$ cat src/rtl/lsu_byte_sequencer.sv
// Byte-serial load/store initiator: one request in, 1/2/4 little-endian byte
// accesses to a byte-wide data memory, then a single-cycle response.
module lsu_byte_sequencer #(
  parameter logic [31:0] MEM_BASE  = 32'h0000_0400,
  parameter int          MEM_BYTES = 64,
  parameter int          ADDR_W    = 11
) (
  input  logic              sys_clk,
  input  logic              sys_reset,
  input  logic              req_valid_i,
  output logic              req_ready_o,
  input  logic              req_write_i,
  input  logic [2:0]        req_funct3_i,
  input  logic [31:0]       req_addr_i,
  input  logic [31:0]       req_wdata_i,
  output logic              resp_valid_o,
  output logic [31:0]       resp_rdata_o,
  output logic              resp_fault_o,
  output logic [ADDR_W-1:0] mem_addr_o,
  output logic              mem_re_o,
  output logic              mem_we_o,
  output logic [7:0]        mem_wdata_o,
  input  logic [7:0]        mem_rdata_i,
  output logic              busy_o,
  output logic [1:0]        dbg_state_o
);

  // Handshake: a request is taken when req_valid_i & req_ready_o at a rising
  // edge; ready is high only in IDLE, and the response has no backpressure.
  typedef enum logic [1:0] {
    S_IDLE   = 2'd0,
    S_ACCESS = 2'd1,
    S_RESP   = 2'd2
  } state_t;

  state_t              state_q;
  logic [1:0]          byte_idx_q;
  logic [1:0]          last_idx_q;
  logic                write_q;
  logic [2:0]          funct3_q;
  logic [31:0]         wdata_q;
  logic [ADDR_W-1:0]   offset_q;
  logic [31:0]         load_q;
  logic                resp_valid_q;
  logic [31:0]         resp_rdata_q;
  logic                resp_fault_q;

  logic [2:0]          n_bytes_d;
  logic [1:0]          n_last_d;
  logic                f3_ok_d;
  logic [32:0]         off33_d;
  logic [32:0]         end33_d;
  logic                fault_d;
  logic                accept_d;
  logic [31:0]         load_d;
  logic [31:0]         ext_d;
  logic                in_access;

  always_comb begin
    n_bytes_d = 3'd1;
    n_last_d  = 2'd0;
    case (req_funct3_i)
      3'b001, 3'b101: begin n_bytes_d = 3'd2; n_last_d = 2'd1; end
      3'b010:         begin n_bytes_d = 3'd4; n_last_d = 2'd3; end
      default:        begin n_bytes_d = 3'd1; n_last_d = 2'd0; end
    endcase
    if (req_write_i)
      f3_ok_d = (req_funct3_i == 3'b000) || (req_funct3_i == 3'b001) || (req_funct3_i == 3'b010);
    else
      f3_ok_d = (req_funct3_i == 3'b000) || (req_funct3_i == 3'b001) || (req_funct3_i == 3'b010)
             || (req_funct3_i == 3'b100) || (req_funct3_i == 3'b101);
    // 33-bit arithmetic so an address near 2^32 cannot wrap back into the window
    off33_d  = {1'b0, req_addr_i} - {1'b0, MEM_BASE};
    end33_d  = off33_d + {30'd0, n_bytes_d};
    fault_d  = !f3_ok_d || (req_addr_i < MEM_BASE) || (end33_d > 33'(MEM_BYTES));
    accept_d = req_valid_i && req_ready_o;
  end

  always_comb begin
    load_d = load_q;
    load_d[{byte_idx_q, 3'b000} +: 8] = mem_rdata_i;
    case (funct3_q)
      3'b000:  ext_d = {{24{load_d[7]}}, load_d[7:0]};
      3'b100:  ext_d = {24'd0, load_d[7:0]};
      3'b001:  ext_d = {{16{load_d[15]}}, load_d[15:0]};
      3'b101:  ext_d = {16'd0, load_d[15:0]};
      default: ext_d = load_d;
    endcase
  end

  always_ff @(posedge sys_clk or posedge sys_reset) begin
    if (sys_reset) begin
      state_q      <= S_IDLE;
      byte_idx_q   <= '0;
      last_idx_q   <= '0;
      write_q      <= 1'b0;
      funct3_q     <= '0;
      wdata_q      <= '0;
      offset_q     <= '0;
      load_q       <= '0;
      resp_valid_q <= 1'b0;
      resp_rdata_q <= '0;
      resp_fault_q <= 1'b0;
    end else begin
      resp_valid_q <= 1'b0;
      resp_rdata_q <= '0;
      resp_fault_q <= 1'b0;
      case (state_q)
        S_IDLE: begin
          if (accept_d) begin
            write_q    <= req_write_i;
            funct3_q   <= req_funct3_i;
            wdata_q    <= req_wdata_i;
            offset_q   <= off33_d[ADDR_W-1:0];
            byte_idx_q <= '0;
            last_idx_q <= n_last_d;
            load_q     <= '0;
            if (fault_d) begin
              state_q      <= S_RESP;
              resp_valid_q <= 1'b1;
              resp_fault_q <= 1'b1;
            end else begin
              state_q <= S_ACCESS;
            end
          end
        end
        S_ACCESS: begin
          if (!write_q) load_q <= load_d;
          byte_idx_q <= byte_idx_q + 2'd1;
          if (byte_idx_q == last_idx_q) begin
            state_q      <= S_RESP;
            resp_valid_q <= 1'b1;
            resp_rdata_q <= write_q ? 32'd0 : ext_d;
          end
        end
        S_RESP:  state_q <= S_IDLE;
        default: state_q <= S_IDLE;
      endcase
    end
  end

  assign in_access    = (state_q == S_ACCESS);
  assign mem_addr_o   = in_access ? offset_q + ADDR_W'(byte_idx_q) : '0;
  assign mem_we_o     = in_access && write_q;
  assign mem_re_o     = in_access && !write_q;
  assign mem_wdata_o  = (in_access && write_q) ? wdata_q[{byte_idx_q, 3'b000} +: 8] : 8'd0;
  assign req_ready_o  = (state_q == S_IDLE);
  assign busy_o       = (state_q != S_IDLE);
  assign dbg_state_o  = state_q;
  assign resp_valid_o = resp_valid_q;
  assign resp_rdata_o = resp_rdata_q;
  assign resp_fault_o = resp_fault_q;

endmodule
$ cat config.mk
export PLATFORM = sky130hd
export DESIGN_NAME = lsu_byte_sequencer
export DESIGN_NICKNAME = d
export VERILOG_FILES = /design/src/rtl/lsu_byte_sequencer.sv
export SDC_FILE = /design/constraint.sdc
export NUM_CORES = 1
export LEC_CHECK = 0
export ABC_AREA = 0
export BUFFER_PORTS_ARGS = -buffer_cell sky130_fd_sc_hd__buf_2
export CAP_MARGIN = 20
export CORE_MARGIN = 2
export CORE_UTILIZATION = 56
export DETAILED_ROUTE_END_ITERATION = 12
export PLACE_DENSITY = 0.81
export SLEW_MARGIN = 25
export SYNTH_ARGS = -nofsm -noshare
export SYNTH_HDL_FRONTEND = slang
export SYNTH_SLANG_ARGS = --single-unit
$ cat constraint.sdc
create_clock -name sys_clk -period 4.3 [get_ports sys_clk]
set_clock_uncertainty 0.05 [all_clocks]
set_input_delay 0.215 -clock sys_clk [delete_from_list [all_inputs] [get_ports sys_clk]]
set_output_delay 0.215 -clock sys_clk [all_outputs]
set_load 0.005 [all_outputs]
==> results of run 1 <==
synth_stat cells (3+ instances only):
master / number / share of area, %
clkbuf_1: 38 / 2.1
nor4_1: 7 / 0.63
a22o_1: 32 / 4.1
a21oi_1: 35 / 2.5
o31ai_1: 7 / 0.76
a21o_1: 4 / 0.44
nand4_1: 5 / 0.45
nand2_1: 198 / 11
and2_1: 5 / 0.45
o211ai_1: 5 / 0.54
o21ai_0: 25 / 1.8
nor2_1: 41 / 2.2
and4_1: 3 / 0.38
nor2b_1: 12 / 1.1
and3_1: 12 / 1.1
buf_1: 3 / 0.16
nor3_1: 16 / 1.2
dfrtp_1: 119 / 43
o21a_1: 3 / 0.33
mux2i_1: 3 / 0.44
ha_1: 12 / 2.2
or3_1: 10 / 0.91
inv_1: 21 / 1.1
o22ai_1: 4 / 0.36
xor2_1: 12 / 1.5
a211oi_1: 5 / 0.54
buf_6: 3 / 0.49
a211o_1: 4 / 0.51
or2_2: 4 / 0.36
a31oi_1: 19 / 1.7
mux4_2: 8 / 2.6
nor4b_1: 6 / 0.76
or4_1: 4 / 0.44
o2111ai_1: 4 / 0.51
xnor2_1: 20 / 2.5
nand2b_1: 22 / 2.0
nand3_1: 14 / 1.0
nor3b_1: 3 / 0.33
o21bai_1: 3 / 0.33
power groups by stage:
stage                     clock [mW]  sequential (mW)  combinational [mW]
final                           1.52             1.24               0.352
after global routing            1.59             1.24               0.395
after CTS                       1.53             1.23               0.348
after detailed placement           0             1.25               0.320
after global placement             0             1.25               0.315
after floorplan                    0             1.23               0.221
layer usage:
metal  routed length, um  track usage (%)
met5                   0                0
met4                 503             13.1
met3                 913             6.11
met2                8610             45.7
met1                7770             37.2
sequential cells by signal, summed over array words and instances, names as in the netlist:
signal        cells
resp_fault_o      1
resp_valid_o      1
load_q           32
funct3_q          3
wdata_q          32
dbg_state_o       2
offset_q         11
resp_rdata_o     32
write_q           1
byte_idx_q        2
last_idx_q        2
through the flow:
| step | cells | area (um^2) | utilization [%] |
|---|---|---|---|
| floorplan | 785 | 6900 | - |
| global placement | 1040 | 7700 | 64.1 |
| detailed placement | 1040 | 7700 | 64.1 |
| CTS | 1106 | 8700 | 72.5 |
| global route | 1106 | 8710 | 72.5 |
| finish | 1106 | 8710 | 72.5 |
cell usage in the layout, fill, tap and decap left out, types with 5 or more instances in the layout:
master / count
xor2_1: 12
dfrtp_1: 119
and3_1: 12
nand4_1: 5
or3_1: 10
nor2b_1: 11
nor4_1: 7
a21oi_1: 35
nor3_1: 16
a22o_1: 32
buf_2: 137
xnor2_1: 20
inv_1: 20
nand3_1: 14
mux4_2: 8
nand2_1: 197
clkbuf_16: 17
ha_1: 12
o211ai_1: 5
nand2b_1: 22
nor2_1: 41
nor4b_1: 5
o31ai_1: 7
dlygate4sd3_1: 37
buf_4: 17
a211oi_1: 5
bufinv_16: 5
a31oi_1: 19
o21ai_0: 25
cells by family after synthesis:
group                    after synthesis
AND/OR/NAND/NOR                      376
AO/OA/AOI/OAI                        166
flip-flops                           119
buffers and inverters                 67
XOR/XNOR                              32
adder cells (fa/ha/maj)               14
multiplexers                          11
how the worst max path moves through the flow:
| stage | slack, ns | end | cells after the start |
|---|---|---|---|
| final | 0.74 | dbg_state_o[1] | 14 |
| after CTS | 0.58 | dbg_state_o[1] | 12 |
| after detailed placement | 0.37 | resp_valid_o | 14 |
| after global placement | 0.53 | dbg_state_o[1] | 13 |
| after floorplan | 0.88 | byte_idx_q[0] | 1 |
| after global routing | 0.52 | dbg_state_o[1] | 16 |
layout make-up:
type	instances	area share, %
Sequential cell	119	34.2
Timing Repair Buffer	191	13.6
Clock inverter	10	2.04
Clock buffer	19	5.20
Multi-Input combinational cell	599	42.0
Tap cell	147	2.11
Inverter	21	0.934
worst max-delay path, delay by kind of cell:
family | cells | cell delay, ns
AOI/OAI and AO/OA | 4 | 0.67
adders and majority gates | 2 | 0.59
buffers and inverters | 3 | 0.72
and+or+nand+nor | 5 | 1.61
==> summary.md, run 1 <==
| Metric | Value |
|---|---|
| Slew HR | 34.6% |
| CP arrival | 3.82 ns |
| Core ar. | 12000 um^2 |
| Max-cap viol count | 0 |
| Slew of the pin with the lowest slew margin | 0.978 ns |
| Crit path from | req_addr_i[0] |
| Initial drt markers | 518 |
| Worst Hold Margin | 0.0265 ns |
| Largest net degree at the start of global routing | 64 |
| Gr usage total | 28.5% |
| Hold_buf cts | 37 |
| Xor and xnor area share after synthesis | 4.06% |
| PostCTS Resize Cnt | 0 |
| Clock buffer depth | 2 |
| CP max stage delay | 0.54 ns |
| Ports | 138 |
| Asr flop ratio synth | 100% |
| Reg power frac | 39.8% |
| # port buffers | 137 |
| Peak supply drop | 0.247 mV |
| Fmax achieved | 281 MHz |
| Wirelength per Cell | 16.1 um |
| Largest family of logic cells by synthesized area | simple AND/OR/NAND/NOR gates |
| Layout fillers | 876 |
| Area delta synth->final | 26.3% |
| Synthesized cell area | 6900 um^2 |
| Root buffer cell | clkbuf_16 |
| WHS Path Cells | 3 |
| CP required | 4.55 ns |
| Grt ovf | 0 |
| P_leak | 4.19 nW |
| Mux cell area share after synthesis | 3.05% |
| CTS Buf Count | 17 |
| Final period util | 82.9% |
| Hold Crit Class | primary input to register |
| Worst setup EP type | register |
| Synth Area in Adders | 2.76% |
| Compound-cell area share of the yosys netlist | 16.7% |
| Sequential element share of the synthesized area | 43.2% |
| Final number of setup-violating endpoints | 0 |
| Outcome | finished, final reports clean |
| Final min period | 3.56 ns |
| Setup TNS Final | 0 ns |
| Core Rows | 40 |
| Crit-path slowest cell | or4_4 |
| Clock Latency Late Sink | 0.41 ns |
| Pre-CTS setup slack | 0.373 ns |
| Hold EP | offset_q[4] |
| Top_reg_cell synth | dfrtp_1 |
| Final Hold Vio Count | 0 |
| Effective utilization at floorplan | 57.4% |
| DRC viols | 0 |
| Antenna diodes | 0 |
| Syn Inst Count | 785 |
| RSZ-0062 raised after global routing | false |
| Combinational share of power | 11.3% |
| Drt pass-1 iters | 5 |
| Clock transition at path regs | 0.05 ns |
| Layout cell share with drive strength beyond 1 | 21.8% |
| Drt via density | 5.79 |
| Hold wc startpoint | req_addr_i[4] |
| Final GP Congestion | 0.910 |
| Post-Syn Nets | 878 |
| Worst R2R End | resp_rdata_o[26] |
| Power per Cell Area | 356 nW/um^2 |
| Yosys warnings | 0 |
| Total power | 3.10 mW |
| Synth cell types | 66 |
| Max-slew violation count | 0 |
| Critical path class | primary input to register |
| First-pass GRT wire length | 29.6 mm |
| CTS Sinks | 119 |
| Routed wire length | 17.8 mm |
| Sw Share | 23.6% |
| Multi-input logic area | 3650 um^2 |
| R2r startpoint | byte_idx_q[0] |
| Post-Synth Simple-Gate Area | 26.2% |
| Net Switching | 0.732 mW |
| Critical path launch point type | primary input |
| CTS tree | yes |
| Clk pwr share | 48.9% |
| Final HPWL DP | 12.1 mm |
| Yosys reg bits | 119 |
| Critical-path maximum fanout | 3 |
| DIE HEIGHT | 115 um |
| Setup ws final | 0.737 ns |
| Die Span X | 115 um |
| Critical path cell sequence | dlygate4sd3_1 -> buf_2 -> ha_1 -> inv_1 -> fa_1 -> nor2b_1 -> o211ai_1 -> or3_1 -> nor3_1 -> o2111ai_1 -> or4_4 -> nor4_4 -> a31oi_2 -> a21o_1 |
| Reg2Reg Depth | 10 |
| R2R Setup Slk | 1.74 ns |
| H-tree depth | 4 |
| Total setup buffers inserted after CTS | 0 |
| Syn Area/Cell | 8.79 um^2 |
| Die area | 13200 um^2 |
| Routed vias | 6405 |
| Layout net count | 1042 |
| Antenna Violating Nets Remaining | 0 |
| Antenna violations before repair | 0 |
| EDFF count, synth | 0 |
| Vias in the first global route | 6152 |
| Internal power | 2.37 mW |
| Register area | 2980 um^2 |
Note: power is estimated with default switching activity, not from simulation.
==> run 2: changes to the inputs <==
Clock period 4.3 ns to 3.3 ns, I/O delays scaled along.
==> run 2 against run 1 <==
Via count rose by 5.9%. Power is 23% higher. Cell count grew 4.1%. Register-to-register slack got worse by 1.2 ns. Critical path type unchanged. Largest cell class unchanged. Global-route usage up 0.90 points.
==> summary.md, run 2 (synthesis results as in run 1) <==
| Metric | Value |
|---|---|
| Critical path class | primary input to register |
| R2R Setup Slk | 0.50 ns |
| Critical-path maximum fanout | 5 |
| H-tree depth | 4 |
| Clock Latency Late Sink | 0.42 ns |
| Layout net count | 1084 |
| Outcome | finished, final reports clean |
| R2r startpoint | byte_idx_q[0] |
| Wirelength per Cell | 16.6 um |
| Vias in the first global route | 6388 |
| Fmax achieved | 323 MHz |
| Drt pass-1 iters | 7 |
| Final period util | 93.8% |
| Critical path cell sequence | buf_2 -> nor3b_1 -> buf_4 -> nor2_1 -> ha_1 -> inv_1 -> fa_1 -> nor2b_2 -> o211ai_1 -> buf_4 -> nor4_1 -> nand3_1 -> nor4_2 -> o211ai_1 -> a22oi_1 -> a31oi_2 -> a21o_1 |
| Root buffer cell | clkbuf_16 |
| Total setup buffers inserted after CTS | 0 |
| Commonest non-fill, non-tap cells in the layout | nand2_1 (197), buf_2 (137), dfrtp_1 (119) |
| Clock transition at path regs | 0.06 ns |
| CTS Buf Count | 17 |
| CTS tree | yes |
| Clock buffer depth | 2 |
| Final GP Congestion | 0.948 |
| Die Span X | 115 um |
| CP arrival | 3.34 ns |
| Slew of the pin with the lowest slew margin | 0.980 ns |
| Core ar. | 12000 um^2 |
| Layout fillers | 873 |
| Worst R2R End | resp_rdata_o[26] |
| Max-cap viol count | 0 |
| Critical path launch point type | primary input |
| DP Area | 8000 um^2 |
| DRC viols | 0 |
| Power per Cell Area | 424 nW/um^2 |
| Core Rows | 40 |
| Antenna Violating Nets Remaining | 0 |
| Gr usage total | 29.4% |
| DIE HEIGHT | 115 um |
| Final HPWL DP | 12.6 mm |
| Routed vias | 6784 |
| Setup ws final | 0.206 ns |
| Grt ovf | 0 |
| Pre-CTS setup slack | -0.365 ns |
| Antenna violations before repair | 0 |
| Max-slew violation count | 0 |
| CTS Sinks | 119 |
| First-pass GRT wire length | 30.6 mm |
| Routed wire length | 19.1 mm |
| Initial drt markers | 526 |
| Hold Crit Class | primary input to register |
| Slew HR | 34.5% |
| Worst setup EP type | register |
| Post-route design area | 9000 um^2 |
| WHS Path Cells | 3 |
| Final min period | 3.09 ns |
| Commonest non-fill, non-tap cell in the layout | nand2_1 |
| Area delta synth->final | 30.4% |
| Largest net degree at the start of global routing | 73 |
| Layout cell share with drive strength beyond 1 | 24.9% |
| Setup TNS Final | 0 ns |
| Peak supply drop | 0.353 mV |
| CP max stage delay | 0.39 ns |
| Crit-path slowest cell | fa_1 |
| Effective utilization at floorplan | 57.4% |
| Hold wc startpoint | mem_rdata_i[1] |
| P_leak | 4.34 nW |
| # port buffers | 137 |
| Final Hold Vio Count | 0 |
| Die area | 13200 um^2 |
| Reg2Reg Depth | 9 |
| Final number of setup-violating endpoints | 0 |
| Hold EP | resp_rdata_o[17] |
| CP required | 3.55 ns |
| Ports | 138 |
| Drt via density | 5.89 |
==> run 2: cell types whose count changed in the layout (fill, tap and decap cells not counted), moves of 2 or more <==
cell,change
buf_4,+36
bufinv_16,-4
clkbuf_1,+2
clkinv_4,+3
clkinvlp_4,+3
dlygate4sd3_1,+5
==> run 2: cell type report <==
class / instances / area (um^2) / share of cell area, %
diodes: 1 / 2.50 / 0.0278
clock buffers: 20 / 447 / 4.97
clock inverters: 11 / 103 / 1.14
inverters: 21 / 82.6 / 0.918
multi-input cells: 599 / 3680 / 40.9
flip-flops and latches: 119 / 2980 / 33.1
well taps: 147 / 184 / 2.04
repair buffers: 233 / 1520 / 16.9
==> run 2: power breakdown <==
part / switching (mW) / internal, mW
Clock: 0.654 / 1.05
Sequential: 0.0728 / 1.54
Combinational: 0.278 / 0.219
Total: 1.01 / 2.81
==> run 2: routing by layer <==
metal | global-route usage (%) | vias up | wire length [um]
met2 | 49.4 | 310 | 9560
met1 | 37.1 | 3246 | 7750
met3 | 6.43 | 51 | 1280
met5 | 0 | - | 0
met4 | 11.6 | 0 | 526
li1 | - | 3177 | -
==> run 2: worst max-delay path, delay by kind of cell <==
family	cells	cell delay, ns
buffers and inverters	4	0.46
AOI/OAI and AO/OA	5	0.89
adders and majority gates	2	0.57
and+or+nand+nor	6	1.26
==> run 2: worst max path at each step <==
| stage | start | end | slack, ns | cells after the start |
|---|---|---|---|---|
| 3_5_place_dp | req_funct3_i[1] | resp_valid_o | -0.36 | 16 |
| 6_report | req_funct3_i[1] | resp_valid_o | 0.21 | 17 |
| 3_3_place_gp | req_funct3_i[1] | dbg_state_o[1] | -0.26 | 16 |
| 4_1_cts | req_funct3_i[1] | resp_valid_o | 0.07 | 16 |
| 2_1_floorplan | req_funct3_i[1] | dbg_state_o[1] | 0.001 | 15 |
| 5_1_grt | req_funct3_i[0] | resp_valid_o | -0.01 | 16 |
==> run 2: timing repair <==
action | in CTS | in global routing
resized for setup | 0 | 5
hold buffers | 42 | 0
endpoints found under the hold margin | 160 | 0
setup endpoints to repair | 0 | 4
==> run 2: metrics by stage <==
step | instances | utilization, % | power [mW] | hold WS, ns
6_report | 1151 | 74.9 | 3.81 | 0.0313
2_1_floorplan | 785 | - | 1.89 | 0.220
5_1_grt | 1150 | 74.9 | 3.98 | 0.0260
3_3_place_gp | 1077 | 66.6 | 2.06 | 0.258
3_5_place_dp | 1077 | 66.6 | 2.08 | 0.260
4_1_cts | 1150 | 74.7 | 3.82 | 0.0264
